File: config.mk
export PLATFORM = sky130hd
export DESIGN_NAME = pipe_hazard_ctrl_flat
export DESIGN_NICKNAME = d
export VERILOG_FILES = /design/src/rtl/pipe_hazard_ctrl_if.sv /design/src/rtl/pipe_hazard_ctrl.sv /design/src/flat_wrapper.sv
export SDC_FILE = /design/constraint.sdc
export NUM_CORES = 1
export LEC_CHECK = 0
export CORE_AREA = 2 2 118 74
export CTS_CLUSTER_DIAMETER = 40
export DETAILED_ROUTE_END_ITERATION = 7
export DIE_AREA = 0 0 120 76
export PLACE_DENSITY_LB_ADDON = 0.08
export RECOVER_POWER = 25
export REMOVE_ABC_BUFFERS = 1
export SLEW_MARGIN = 20
export SYNTH_ARGS = -nofsm -noshare
export SYNTH_HDL_FRONTEND = slang
export SYNTH_SLANG_ARGS = --single-unit
File: constraint.sdc
create_clock -name clock -period 2 [get_ports clock]
set_clock_uncertainty 0.05 [all_clocks]
set_input_delay 0.4 -clock clock [delete_from_list [all_inputs] [get_ports clock]]
set_output_delay 0.4 -clock clock [all_outputs]
set_load 0.1 [all_outputs]
File: src/rtl/pipe_hazard_ctrl_if.sv
// Pipeline-side signal bundle for the hazard controller.
// The master drives the ID/EX observations; the slave returns the stall, flush and multiplier controls.
interface pipe_hazard_ctrl_if #(
  parameter int unsigned RW = 5
);
  logic [RW-1:0] id_rs1;
  logic [RW-1:0] id_rs2;
  logic          id_uses_rs1;
  logic          id_uses_rs2;
  logic [RW-1:0] ex_rw;
  logic          ex_reg_we;
  logic          ex_mem_to_reg;
  logic          ex_mul;
  logic          ex_redirect;

  logic          pc_stall;
  logic          if_id_stall;
  logic          id_ex_stall;
  logic          if_id_flush;
  logic          id_ex_flush;
  logic          ex_mem_flush;
  logic          mul_start;
  logic          mul_done;
  logic          mul_busy;
  logic [31:0]   stall_count;
  logic [31:0]   flush_count;

  modport master (
    output id_rs1, id_rs2, id_uses_rs1, id_uses_rs2,
           ex_rw, ex_reg_we, ex_mem_to_reg, ex_mul, ex_redirect,
    input  pc_stall, if_id_stall, id_ex_stall, if_id_flush, id_ex_flush,
           ex_mem_flush, mul_start, mul_done, mul_busy, stall_count, flush_count
  );

  modport slave (
    input  id_rs1, id_rs2, id_uses_rs1, id_uses_rs2,
           ex_rw, ex_reg_we, ex_mem_to_reg, ex_mul, ex_redirect,
    output pc_stall, if_id_stall, id_ex_stall, if_id_flush, id_ex_flush,
           ex_mem_flush, mul_start, mul_done, mul_busy, stall_count, flush_count
  );
endinterface

File: src/rtl/pipe_hazard_ctrl.sv
// Hazard and sequencing controller for the 5-stage pipeline: load-use stalls,
// multi-cycle multiply occupancy of EX, EX-resolved redirects and hazard counters.
module pipe_hazard_ctrl #(
  parameter int unsigned MUL_CYCLES = 4,
  parameter int unsigned RW         = 5
) (
  input  logic              clock,
  input  logic              reset,
  pipe_hazard_ctrl_if.slave bus
);
  localparam int unsigned CW    = $clog2(MUL_CYCLES + 1);
  localparam bit          MULTI = (MUL_CYCLES > 1);

  typedef enum logic {RUN, MUL} state_t;

  state_t        state_q, state_d;
  logic [CW-1:0] cnt_q, cnt_d;
  logic [31:0]   stall_q, flush_q;

  logic [RW-1:0] ex_rw;
  logic          load_use;
  logic          pc_stall, if_id_stall, id_ex_stall;
  logic          if_id_flush, id_ex_flush, ex_mem_flush;
  logic          mul_start, mul_done, mul_busy;

  assign ex_rw = bus.ex_rw;

  assign load_use = bus.ex_mem_to_reg && bus.ex_reg_we && (ex_rw != '0) &&
                    ((bus.id_uses_rs1 && (bus.id_rs1 == ex_rw)) ||
                     (bus.id_uses_rs2 && (bus.id_rs2 == ex_rw)));

  always_comb begin
    state_d      = state_q;
    cnt_d        = cnt_q;
    pc_stall     = 1'b0;
    if_id_stall  = 1'b0;
    id_ex_stall  = 1'b0;
    if_id_flush  = 1'b0;
    id_ex_flush  = 1'b0;
    ex_mem_flush = 1'b0;
    mul_start    = 1'b0;
    mul_done     = 1'b0;
    mul_busy     = 1'b0;

    unique case (state_q)
      RUN: begin
        if (bus.ex_mul && MULTI) begin
          mul_start    = 1'b1;
          pc_stall     = 1'b1;
          if_id_stall  = 1'b1;
          id_ex_stall  = 1'b1;
          ex_mem_flush = 1'b1;
          cnt_d        = CW'(MUL_CYCLES - 1);
          state_d      = MUL;
        end else begin
          // A single-cycle multiply completes in place and does not block redirect/load-use.
          if (bus.ex_mul) begin
            mul_start = 1'b1;
            mul_done  = 1'b1;
          end
          if (bus.ex_redirect) begin
            if_id_flush = 1'b1;
            id_ex_flush = 1'b1;
          end else if (load_use) begin
            pc_stall    = 1'b1;
            if_id_stall = 1'b1;
            id_ex_flush = 1'b1;
          end
        end
      end
      MUL: begin
        mul_busy = 1'b1;
        if (cnt_q > CW'(1)) begin
          pc_stall     = 1'b1;
          if_id_stall  = 1'b1;
          id_ex_stall  = 1'b1;
          ex_mem_flush = 1'b1;
          cnt_d        = cnt_q - CW'(1);
        end else begin
          mul_done = 1'b1;
          cnt_d    = '0;
          state_d  = RUN;
        end
      end
      default: state_d = RUN;
    endcase

    // Reset masks every control so a multiply caught mid-flight never reports done.
    if (reset) begin
      pc_stall     = 1'b0;
      if_id_stall  = 1'b0;
      id_ex_stall  = 1'b0;
      if_id_flush  = 1'b0;
      id_ex_flush  = 1'b0;
      ex_mem_flush = 1'b0;
      mul_start    = 1'b0;
      mul_done     = 1'b0;
      mul_busy     = 1'b0;
    end
  end

  always_ff @(posedge clock) begin
    if (reset) begin
      state_q <= RUN;
      cnt_q   <= '0;
      stall_q <= '0;
      flush_q <= '0;
    end else begin
      state_q <= state_d;
      cnt_q   <= cnt_d;
      if (pc_stall && (stall_q != '1)) stall_q <= stall_q + 32'd1;
      if (if_id_flush && (flush_q != '1)) flush_q <= flush_q + 32'd1;
    end
  end

  assign bus.pc_stall     = pc_stall;
  assign bus.if_id_stall  = if_id_stall;
  assign bus.id_ex_stall  = id_ex_stall;
  assign bus.if_id_flush  = if_id_flush;
  assign bus.id_ex_flush  = id_ex_flush;
  assign bus.ex_mem_flush = ex_mem_flush;
  assign bus.mul_start    = mul_start;
  assign bus.mul_done     = mul_done;
  assign bus.mul_busy     = mul_busy;
  assign bus.stall_count  = stall_q;
  assign bus.flush_count  = flush_q;
endmodule
File: src/flat_wrapper.sv
// flat-port wrapper written by rule: the top's interface ports become plain ports
module pipe_hazard_ctrl_flat 
#(
  parameter int unsigned MUL_CYCLES = 4,
  parameter int unsigned RW         = 5
)
  (clock, reset, bus_id_rs1, bus_id_rs2, bus_id_uses_rs1, bus_id_uses_rs2, bus_ex_rw, bus_ex_reg_we, bus_ex_mem_to_reg, bus_ex_mul, bus_ex_redirect, bus_pc_stall, bus_if_id_stall, bus_id_ex_stall, bus_if_id_flush, bus_id_ex_flush, bus_ex_mem_flush, bus_mul_start, bus_mul_done, bus_mul_busy, bus_stall_count, bus_flush_count);
  pipe_hazard_ctrl_if #(.RW(RW)) bus_i ();
  input  logic clock;
  input  logic reset;
  input wire logic [$bits(bus_i.id_rs1)-1:0] bus_id_rs1;
  input wire logic [$bits(bus_i.id_rs2)-1:0] bus_id_rs2;
  input wire logic [$bits(bus_i.id_uses_rs1)-1:0] bus_id_uses_rs1;
  input wire logic [$bits(bus_i.id_uses_rs2)-1:0] bus_id_uses_rs2;
  input wire logic [$bits(bus_i.ex_rw)-1:0] bus_ex_rw;
  input wire logic [$bits(bus_i.ex_reg_we)-1:0] bus_ex_reg_we;
  input wire logic [$bits(bus_i.ex_mem_to_reg)-1:0] bus_ex_mem_to_reg;
  input wire logic [$bits(bus_i.ex_mul)-1:0] bus_ex_mul;
  input wire logic [$bits(bus_i.ex_redirect)-1:0] bus_ex_redirect;
  output wire logic [$bits(bus_i.pc_stall)-1:0] bus_pc_stall;
  output wire logic [$bits(bus_i.if_id_stall)-1:0] bus_if_id_stall;
  output wire logic [$bits(bus_i.id_ex_stall)-1:0] bus_id_ex_stall;
  output wire logic [$bits(bus_i.if_id_flush)-1:0] bus_if_id_flush;
  output wire logic [$bits(bus_i.id_ex_flush)-1:0] bus_id_ex_flush;
  output wire logic [$bits(bus_i.ex_mem_flush)-1:0] bus_ex_mem_flush;
  output wire logic [$bits(bus_i.mul_start)-1:0] bus_mul_start;
  output wire logic [$bits(bus_i.mul_done)-1:0] bus_mul_done;
  output wire logic [$bits(bus_i.mul_busy)-1:0] bus_mul_busy;
  output wire logic [$bits(bus_i.stall_count)-1:0] bus_stall_count;
  output wire logic [$bits(bus_i.flush_count)-1:0] bus_flush_count;
  assign bus_i.id_rs1 = bus_id_rs1;
  assign bus_i.id_rs2 = bus_id_rs2;
  assign bus_i.id_uses_rs1 = bus_id_uses_rs1;
  assign bus_i.id_uses_rs2 = bus_id_uses_rs2;
  assign bus_i.ex_rw = bus_ex_rw;
  assign bus_i.ex_reg_we = bus_ex_reg_we;
  assign bus_i.ex_mem_to_reg = bus_ex_mem_to_reg;
  assign bus_i.ex_mul = bus_ex_mul;
  assign bus_i.ex_redirect = bus_ex_redirect;
  assign bus_pc_stall = bus_i.pc_stall;
  assign bus_if_id_stall = bus_i.if_id_stall;
  assign bus_id_ex_stall = bus_i.id_ex_stall;
  assign bus_if_id_flush = bus_i.if_id_flush;
  assign bus_id_ex_flush = bus_i.id_ex_flush;
  assign bus_ex_mem_flush = bus_i.ex_mem_flush;
  assign bus_mul_start = bus_i.mul_start;
  assign bus_mul_done = bus_i.mul_done;
  assign bus_mul_busy = bus_i.mul_busy;
  assign bus_stall_count = bus_i.stall_count;
  assign bus_flush_count = bus_i.flush_count;
  pipe_hazard_ctrl #(.MUL_CYCLES(MUL_CYCLES), .RW(RW)) u_core (.clock(clock), .reset(reset), .bus(bus_i));
endmodule
Word-level counts from Yosys, hierarchy flattened

Index checks and enable logic that the tools add are counted.

Register bits: 68
Bits of input ports: 23
Output and inout port bits: 73
Logic and storage cells: 50

Add/subtract/negate cells: 3
$lt $le $gt $ge: 1
Equal/unequal tests: 5
Muxes and demuxes: 27
Bitwise operators: 1
Reduce and logical (&&, ||, !) cells: 9

Operator list:

| cell                    | number |
|---|---|
| $add A32 B1 Y32 const B | 2 |
| $ne A32 B32 Y1 const B  | 2 |
| $mux W1                 | 21 |
| $eq A5 B5 Y1            | 2 |
| $logic_and A1 B1 Y1     | 7 |
| $mux W3                 | 2 |
| $pmux W1 S2             | 3 |
| $pmux W3 S2             | 1 |
| $reduce_bool A5 Y1      | 1 |
| $gt A3 B1 Y1 const B    | 1 |
| $sub A3 B1 Y3 const B   | 1 |
| $ne A2 B2 Y1 const B    | 1 |
| $logic_or A1 B1 Y1      | 1 |
| $not A1 Y1              | 1 |

Logic depth before layout (Yosys ltp)

Gate-level depths: netlist of run 1.

Depth in word-level cells: 10
Mapped depth: 10
Depth with buffers taken out: 9

Worst setup path before layout of run 1

No wires, ideal clock.

Path type: register to output
Start point: register u_core.cnt_q[1]
End point: output bus_pc_stall
Arrival time: 4.094 ns
Path slack: -2.544 ns
Cell stages (with the launch flop): 9
Path buffers: 2
Path through: dfxtp_1 > inv_1 > ha_1 > o21bai_1 > a21o_1 > nor2_1 > a31o_2 > clkbuf_1 > buf_4

Cells in the longest elaborated chain, start to end: 4

RTL lines:

| element                | line                    | source |
|---|---|---|
| from (decl)            | pipe_hazard_ctrl.sv:17  | `logic [CW-1:0] cnt_q, cnt_d;` |
| from (signal assigned) | pipe_hazard_ctrl.sv:110 | `cnt_q <= cnt_d;` |
| $gt A3 B1 Y1           | pipe_hazard_ctrl.sv:73  | `if (cnt_q > CW'(1)) begin` |
| $mux W1                | -                       |  |
| $pmux W1 S2            | -                       |  |
| $mux W1                | -                       |  |
| to (decl)              | flat_wrapper.sv:20      | `output wire logic [$bits(bus_i.pc_stall)-1:0] bus_pc_stall;` |

Every way passes these cells.

Final worst setup path of run 1

Start point: register u_core.cnt_q[1]
End point: output bus_if_id_stall

Cells in the longest elaborated chain, start to end: 4

RTL lines:

| element      | line                   | source |
|---|---|---|
| $gt A3 B1 Y1 | pipe_hazard_ctrl.sv:73 |  |
| $mux W1      | pipe_hazard_ctrl.sv:73 |  |
| $pmux W1 S2  | pipe_hazard_ctrl.sv:45 | `unique case (state_q)` |
| $mux W1      | pipe_hazard_ctrl.sv:89 | `if (reset) begin` |
| to (decl)    | flat_wrapper.sv:21     | `output wire logic [$bits(bus_i.if_id_stall)-1:0] bus_if_id_stall;` |

Every way passes these cells.

==> results of run 1 <==
-- repair_timing --
item / in CTS / in global routing
setup endpoints to repair: 59 / 67
gates resized for setup: 75 / 89
cloned: 2 / 1
pin swaps: 47 / 42
setup buffers: 10 / 19
-- registers in the layout, indices dropped and copies added, names as in the netlist --
register and cells:
u_core.bus.flush_count 32, u_core.bus.stall_count 32, u_core.cnt_q 3, u_core.state_q 1
-- area by class of cell --
cell class | instances | share of cell area [%]
repair buffers | 225 | 38.67
multi-input cells | 312 | 34.14
flip-flops and latches | 68 | 20.34
clock buffers | 14 | 4.167
well taps | 112 | 2.056
inverters | 10 | 0.5507
clock inverters | 1 | 0.07342
-- kinds of logic (layout without fill, tap and decap cells) --
logic type               count (synthesis)  after routing
adder cells (fa/ha/maj)                  4              4
AND/OR/NAND/NOR                        207            208
multiplexers                             5              5
buffers and inverters                   28            250
AO/OA/AOI/OAI                           38             38
XOR/XNOR                                57             57
flip-flops                              68             68
-- final timing paths --
kind / end / slack, ns / cells past startpoint / from
worst max register to register: u_core.bus.stall_count[31] / -0.28 / 11 / u_core.cnt_q[1]
worst max-delay path: bus_if_id_stall / -0.30 / 8 / u_core.cnt_q[1]
worst min register to register: u_core.cnt_q[2] / 0.45 / 2 / u_core.cnt_q[2]
worst min-delay path: u_core.cnt_q[2] / 0.45 / 2 / u_core.cnt_q[2]
-- routing by layer --
layer	vias to the layer above	wire, um
met5	-	0
met3	22	723
li1	1856	-
met1	1890	5405
met2	123	5977
met4	0	209
-- Yosys cell counts (2+ instances only) --
| cell type | n |
|---|---|
| or3_1 | 12 |
| nand4b_1 | 2 |
| xor2_1 | 35 |
| nor3_1 | 6 |
| xnor2_1 | 22 |
| ha_1 | 4 |
| buf_4 | 2 |
| a21o_1 | 2 |
| nand4_1 | 27 |
| nor4_1 | 3 |
| a21oi_1 | 16 |
| and3_1 | 11 |
| nor2_1 | 69 |
| o21ai_0 | 11 |
| nor2b_1 | 6 |
| inv_1 | 10 |
| clkbuf_1 | 14 |
| nand2_1 | 24 |
| mux2i_1 | 4 |
| dfxtp_1 | 68 |
| a211oi_1 | 2 |
| nand3_1 | 30 |
| nor3b_1 | 3 |
| and4_1 | 2 |
-- power by group --
group	leakage (nW)	internal (mW)	switching, mW	total, mW
clock	0.145	0.966	0.574	1.54
sequential	0.558	1.37	0.0155	1.39
combinational	2.04	0.280	0.351	0.631
total	2.74	2.62	0.940	3.56
-- worst max-delay path, cell delays in order (launching register included) --
cell and delay (ns):
dfxtp_2 0.33, inv_2 0.05, ha_4 0.14, o21bai_4 0.17
a21o_1 0.21, nor2_2 0.16, a31o_4 0.17, buf_12 0.12
buf_12 0.16
==> metrics.yaml, run 1 <==
rows: 26
start_util_pct: 41.46
overflow: 0
fin_crit_sh_pct: 115.1
die-area_um2: 9120
cts_sinks: 68
grt_usage_pct: 24.77
place_hpwl_um: 7698
cts_tree: "built"
tns_ns: -4.922
ant_nets: 0
yosys_warnings: 0
final_common_cell: "buf_4"
worstMarginPinSlew_ns: 0.4905
synth_fa_ha_area_share_pct: 1.478
use_met3_pct: 6.213
violations: "negative setup slack"
max_freq_ghz: 0.4344
hold_ws_ns: 0.4464
avgSynthCellArea_um2: 8.319
peakVddDrop_mv: 0.4055
rsz0062_at_grt: "true"
use_met1_pct: 32.40
final_area_um2: 6817
cts_hold_buf: 0
yosys.cell_types.count: 46
syn_area_um2: 3386
status: "complete, but fails checks"
design.core.area_um2: 8165
clk-insertion-delay-late_ns: 0.33
synth_compound_area_share_pct: 7.058
clockBufferDepth: 2
numPortBuffers: 95
synth_top_family_by_area: "simple AND/OR/NAND/NOR gates"
vias_per_cell: 5.244
pre_cts_ws_ns: -0.6870
grt_pass1_wl_um: 18240
drv_slew: 0
ys_ff_latch: 68
syn_inst: 407
critPathLaunchType: "flop"
io_pins: 96
fp.dieH_um: 76
synth.yosys.seq_area_share_pct: 40.21
drtIter0Drc: 316
final_cell_mix: "122 x buf_4, 63 x nor2_1, 63 x buf_12, 48 x dfxtp_1, 34 x xor2_1"
placedCellCount: 700
first_global_vias: 3804
synth_ff_type: "dfxtp_1"
fin_nets: 653
async_flop_share_pct: 0
setup_slack_ns: -0.3020
top_usage_layer: "met2"
crit_required_ns: 1.55
finalPower_mw: 3.560
root_buffer: "clkbuf_16"
synth-xor-area-share_pct: 14.75
multiInputGateArea_um2: 2327
dr_total_vias: 3891
critPathKind: "flop to output pin"
final-hold-violation-count: 0
use_met2_pct: 39.60
globalplace.congestion: 0.7941
netlist_top_cells_area: "dfxtp_1 40%, xor2_1 9.1%, nor2_1 7.6%, xnor2_1 5.7%, nand4_1 5.0%"
num-fill-cells: 442
worstPathMaxFanout: 3
grt_antenna_before_repair: 0
cts_buffers: 9
power_leakage_nw: 2.740
setup.worst_path.end_class: "output pin"
synth_edf_count: 0
hp-class: "flop to flop"
clkTransAtPathRegs_ns: 0.05
drt-total-wl_um: 12320
drive_gt1_share_pct: 49.52
avgRoutedWirePerCell_um: 16.60
p_per_area_nw_per_um2: 522.3
grt_start_max_net_pins: 43
max_cap_violations: 0
regArea_um2: 1386
setup_violations: 42
synth-simple-area-share_pct: 31.63
synth_top_area_cell: "dfxtp_1"
syn2layout_area_growth_pct: 101.3
final_util_pct: 83.48
drc: 0
fin_crit_ns: 2.302
cp_data_arrival_time_ns: 1.85
fp.dieW_um: 120
final_cell_count_no_fill: 742
diodes: 0
cts-htree-levels: 3
synthMuxAreaShare_pct: 1.515
place_area_um2: 5794
synth_top_area_share_pct: 40.21
dr.pass1.iters: 4
slew_headroom_pct: 67.30
Note: power is estimated with default switching activity, not from simulation.
==> inputs of run 2 (changes only) <==
--- a/config.mk
+++ b/config.mk
@@ -5,10 +5,12 @@
 export SDC_FILE = /design/constraint.sdc
 export NUM_CORES = 1
 export LEC_CHECK = 0
-export CORE_AREA = 2 2 118 74
+export CELL_PAD_IN_SITES_DETAIL_PLACEMENT = 0
+export CELL_PAD_IN_SITES_GLOBAL_PLACEMENT = 1
+export CORE_AREA = 2 2 138 86
 export CTS_CLUSTER_DIAMETER = 40
 export DETAILED_ROUTE_END_ITERATION = 7
-export DIE_AREA = 0 0 120 76
+export DIE_AREA = 0 0 140 88
 export PLACE_DENSITY_LB_ADDON = 0.08
 export RECOVER_POWER = 25
 export REMOVE_ABC_BUFFERS = 1
==> run 2 against run 1 <==
The flow still finishes with violations (negative setup slack). Register-to-register slack improved by 0.03 ns. Core utilization decreased by 22 points. Sequential share of layout area decreased by 0.11 points. Sequential cell count unchanged. Fmax increased by 0.39%. Via count decreased by 7.0%. Critical path type unchanged. Largest cell class unchanged.
==> metrics.yaml, run 2 (synthesis results as in run 1) <==
final_common_cell: "buf_4"  # unchanged
die-area_um2: 12320  # was 9120 um^2
regToRegSetupSlack_ns: -0.25  # was -0.28 ns
p_switching_uw: 984.6  # was 940.4 uW
reg2reg_to: "u_core.bus.stall_count[31]"  # unchanged
switching_share_pct: 25.16  # was 26.41%
fp.dieH_um: 88  # was 76 um
drc: 0  # unchanged
peakVddDrop_mv: 0.4843  # was 0.4055 mV
setup.worst_path.end_class: "output pin"  # unchanged
holdCritStartpoint: "u_core.bus.stall_count[31]"  # was u_core.cnt_q[2]
fp.dieW_um: 140  # was 120 um
clk-insertion-delay-late_ns: 0.34  # was 0.33 ns
rsz0062_at_grt: "true"  # unchanged
fin_nets: 649  # was 653
p_int_mw: 2.928  # was 2.620 mW
final_cell_mix: "121 x buf_4, 64 x nor2_1, 63 x buf_12, 51 x dfxtp_1, 35 x xor2_1"  # was 122 x buf_4, 63 x nor2_1, 63 x buf_12, 48 x dfxtp_1, 34 x xor2_1
critPathLaunchType: "flop"  # unchanged
fin_crit_sh_pct: 114.7  # was 115.1%
drt-total-wl_um: 10710  # was 12320 um
worstPathMaxFanout: 3  # unchanged
finalPower_mw: 3.913  # was 3.560 mW
status: "complete, but fails checks"  # unchanged
violations: "negative setup slack"  # unchanged
overflow: 0  # unchanged
crit_required_ns: 1.55  # about the same
design.core.area_um2: 11070  # was 8165 um^2
rows: 30  # was 26
cts_sinks: 68  # unchanged
setup_violations: 41  # was 42
ant_nets: 0  # unchanged
grt_pass1_wl_um: 17030  # was 18240 um
grt_start_max_net_pins: 46  # was 43
hp-class: "flop to flop"  # unchanged
first_global_vias: 3507  # was 3804
dr_total_vias: 3617  # was 3891
numPortBuffers: 95  # unchanged
cts-htree-levels: 3  # unchanged
cts_buffers: 9  # unchanged
cts_hold_buf: 0  # unchanged
critPathKind: "flop to output pin"  # unchanged
vias_per_cell: 4.691  # was 5.244
slew_headroom_pct: 62.27  # was 67.30%
r2r_start: "u_core.cnt_q[1]"  # unchanged
avgRoutedWirePerCell_um: 13.89  # was 16.60 um
clockBufferDepth: 2  # unchanged
clkPwrFrac_pct: 47.9  # was 43.2%
worstMarginPinSlew_ns: 0.5660  # was 0.4905 ns
pwr-share-comb_pct: 16.6  # was 17.7%
drive_gt1_share_pct: 49.28  # was 49.52%
dr.pass1.iters: 7  # was 4
root_buffer: "clkbuf_16"  # unchanged
io_pins: 96  # unchanged
start_util_pct: 30.58  # was 41.46%
place_hpwl_um: 7362  # was 7698 um
final-hold-violation-count: 0  # unchanged
clkTransAtPathRegs_ns: 0.06  # was 0.05 ns
diodes: 0  # unchanged
power_frac_seq_pct: 35.5  # was 39.0%
grt_antenna_before_repair: 0  # unchanged
max_freq_ghz: 0.4361  # was 0.4344 GHz
globalplace.congestion: 0.7504  # was 0.7941
hold_depth: 2  # unchanged
reg2reg_depth: 11  # unchanged
cp_data_arrival_time_ns: 1.84  # was 1.85 ns
pre_cts_ws_ns: -0.7261  # was -0.6870 ns
p_per_area_nw_per_um2: 571.4  # was 522.3 nW/um^2
drtIter0Drc: 151  # was 316
fin_crit_ns: 2.293  # was 2.302 ns
power_leakage_nw: 2.704  # was 2.740 nW
cts_tree: "built"  # unchanged
grt_usage_pct: 17.31  # was 24.77%
syn2layout_area_growth_pct: 102.3  # was 101.3%
setup_slack_ns: -0.2930  # was -0.3020 ns
drv_slew: 0  # unchanged
final_util_pct: 61.84  # was 83.48%
max_cap_violations: 0  # unchanged
min_to: "u_core.bus.stall_count[31]"  # was u_core.cnt_q[2]
-- run 2: power groups by stage --
| stage | Sequential (mW) | Clock [mW] | Combinational (mW) |
|---|---|---|---|
| after global placement | 1.41 | 0 | 0.528 |
| after detailed placement | 1.41 | 0 | 0.528 |
| after global routing | 1.39 | 1.97 | 0.689 |
| after CTS | 1.38 | 1.92 | 0.617 |
| final | 1.39 | 1.87 | 0.651 |
| after floorplan | 1.46 | 0 | 0.211 |
-- run 2: how the worst max path moves through the flow --
stage,startpoint,endpoint,slack [ns]
after global placement,bus_ex_rw[0],bus_if_id_stall,-0.66
after floorplan,u_core.cnt_q[1],u_core.bus.stall_count[31],-4.05
final,u_core.cnt_q[1],bus_if_id_stall,-0.29
after detailed placement,bus_ex_mul,u_core.bus.flush_count[28],-0.73
after global routing,u_core.cnt_q[1],bus_pc_stall,-0.34
after CTS,u_core.cnt_q[1],bus_if_id_stall,-0.32
-- run 2: critical path, cell delays in order (launching register included) --
cell and delay [ns]:
dfxtp_2 0.33, inv_2 0.05, ha_4 0.14, o21bai_4 0.16, a21o_1 0.20, nor2_2 0.12, a31o_4 0.20, buf_6 0.13
buf_12 0.17
-- run 2: layer usage --
| metal | GRT usage (%) | up-vias | wire, um |
|---|---|---|---|
| met4 | 5.877 | 0 | 157 |
| met3 | 4.647 | 15 | 369 |
| li1 | - | 1854 | - |
| met2 | 25.03 | 62 | 4561 |
| met1 | 24.91 | 1686 | 5625 |
| met5 | 0 | - | 0 |
-- run 2: final cells by class --
| class | count | area (um^2) |
|---|---|---|
| fillers | 935 | 4225 |
| clock buffers | 10 | 239.0 |
| repair buffers | 221 | 2574 |
| inverters | 10 | 37.54 |
| well taps | 144 | 180.2 |
| multi-input cells | 312 | 2321 |
| clock inverters | 6 | 111.4 |
| flip-flops and latches | 68 | 1385 |
-- run 2: stage by stage --
stage,cells,hold WS (ns),cell area (um^2),TNS [ns]
floorplan,389,0.4051,3309,-152.06
global placement,734,0.4279,5837,-30.37
detailed placement,734,0.4449,5837,-32.19
CTS,763,0.4577,6545,-3.622
global route,771,0.5000,6848,-8.065
finish,771,0.4673,6848,-4.631
-- run 2: timing repair --
action                     4_1_cts  5_1_grt
setup buffers                   13       13
gates cloned                     2        0
setup endpoints to repair       59       66
pin swaps                       50       38
gates resized for setup         98       66
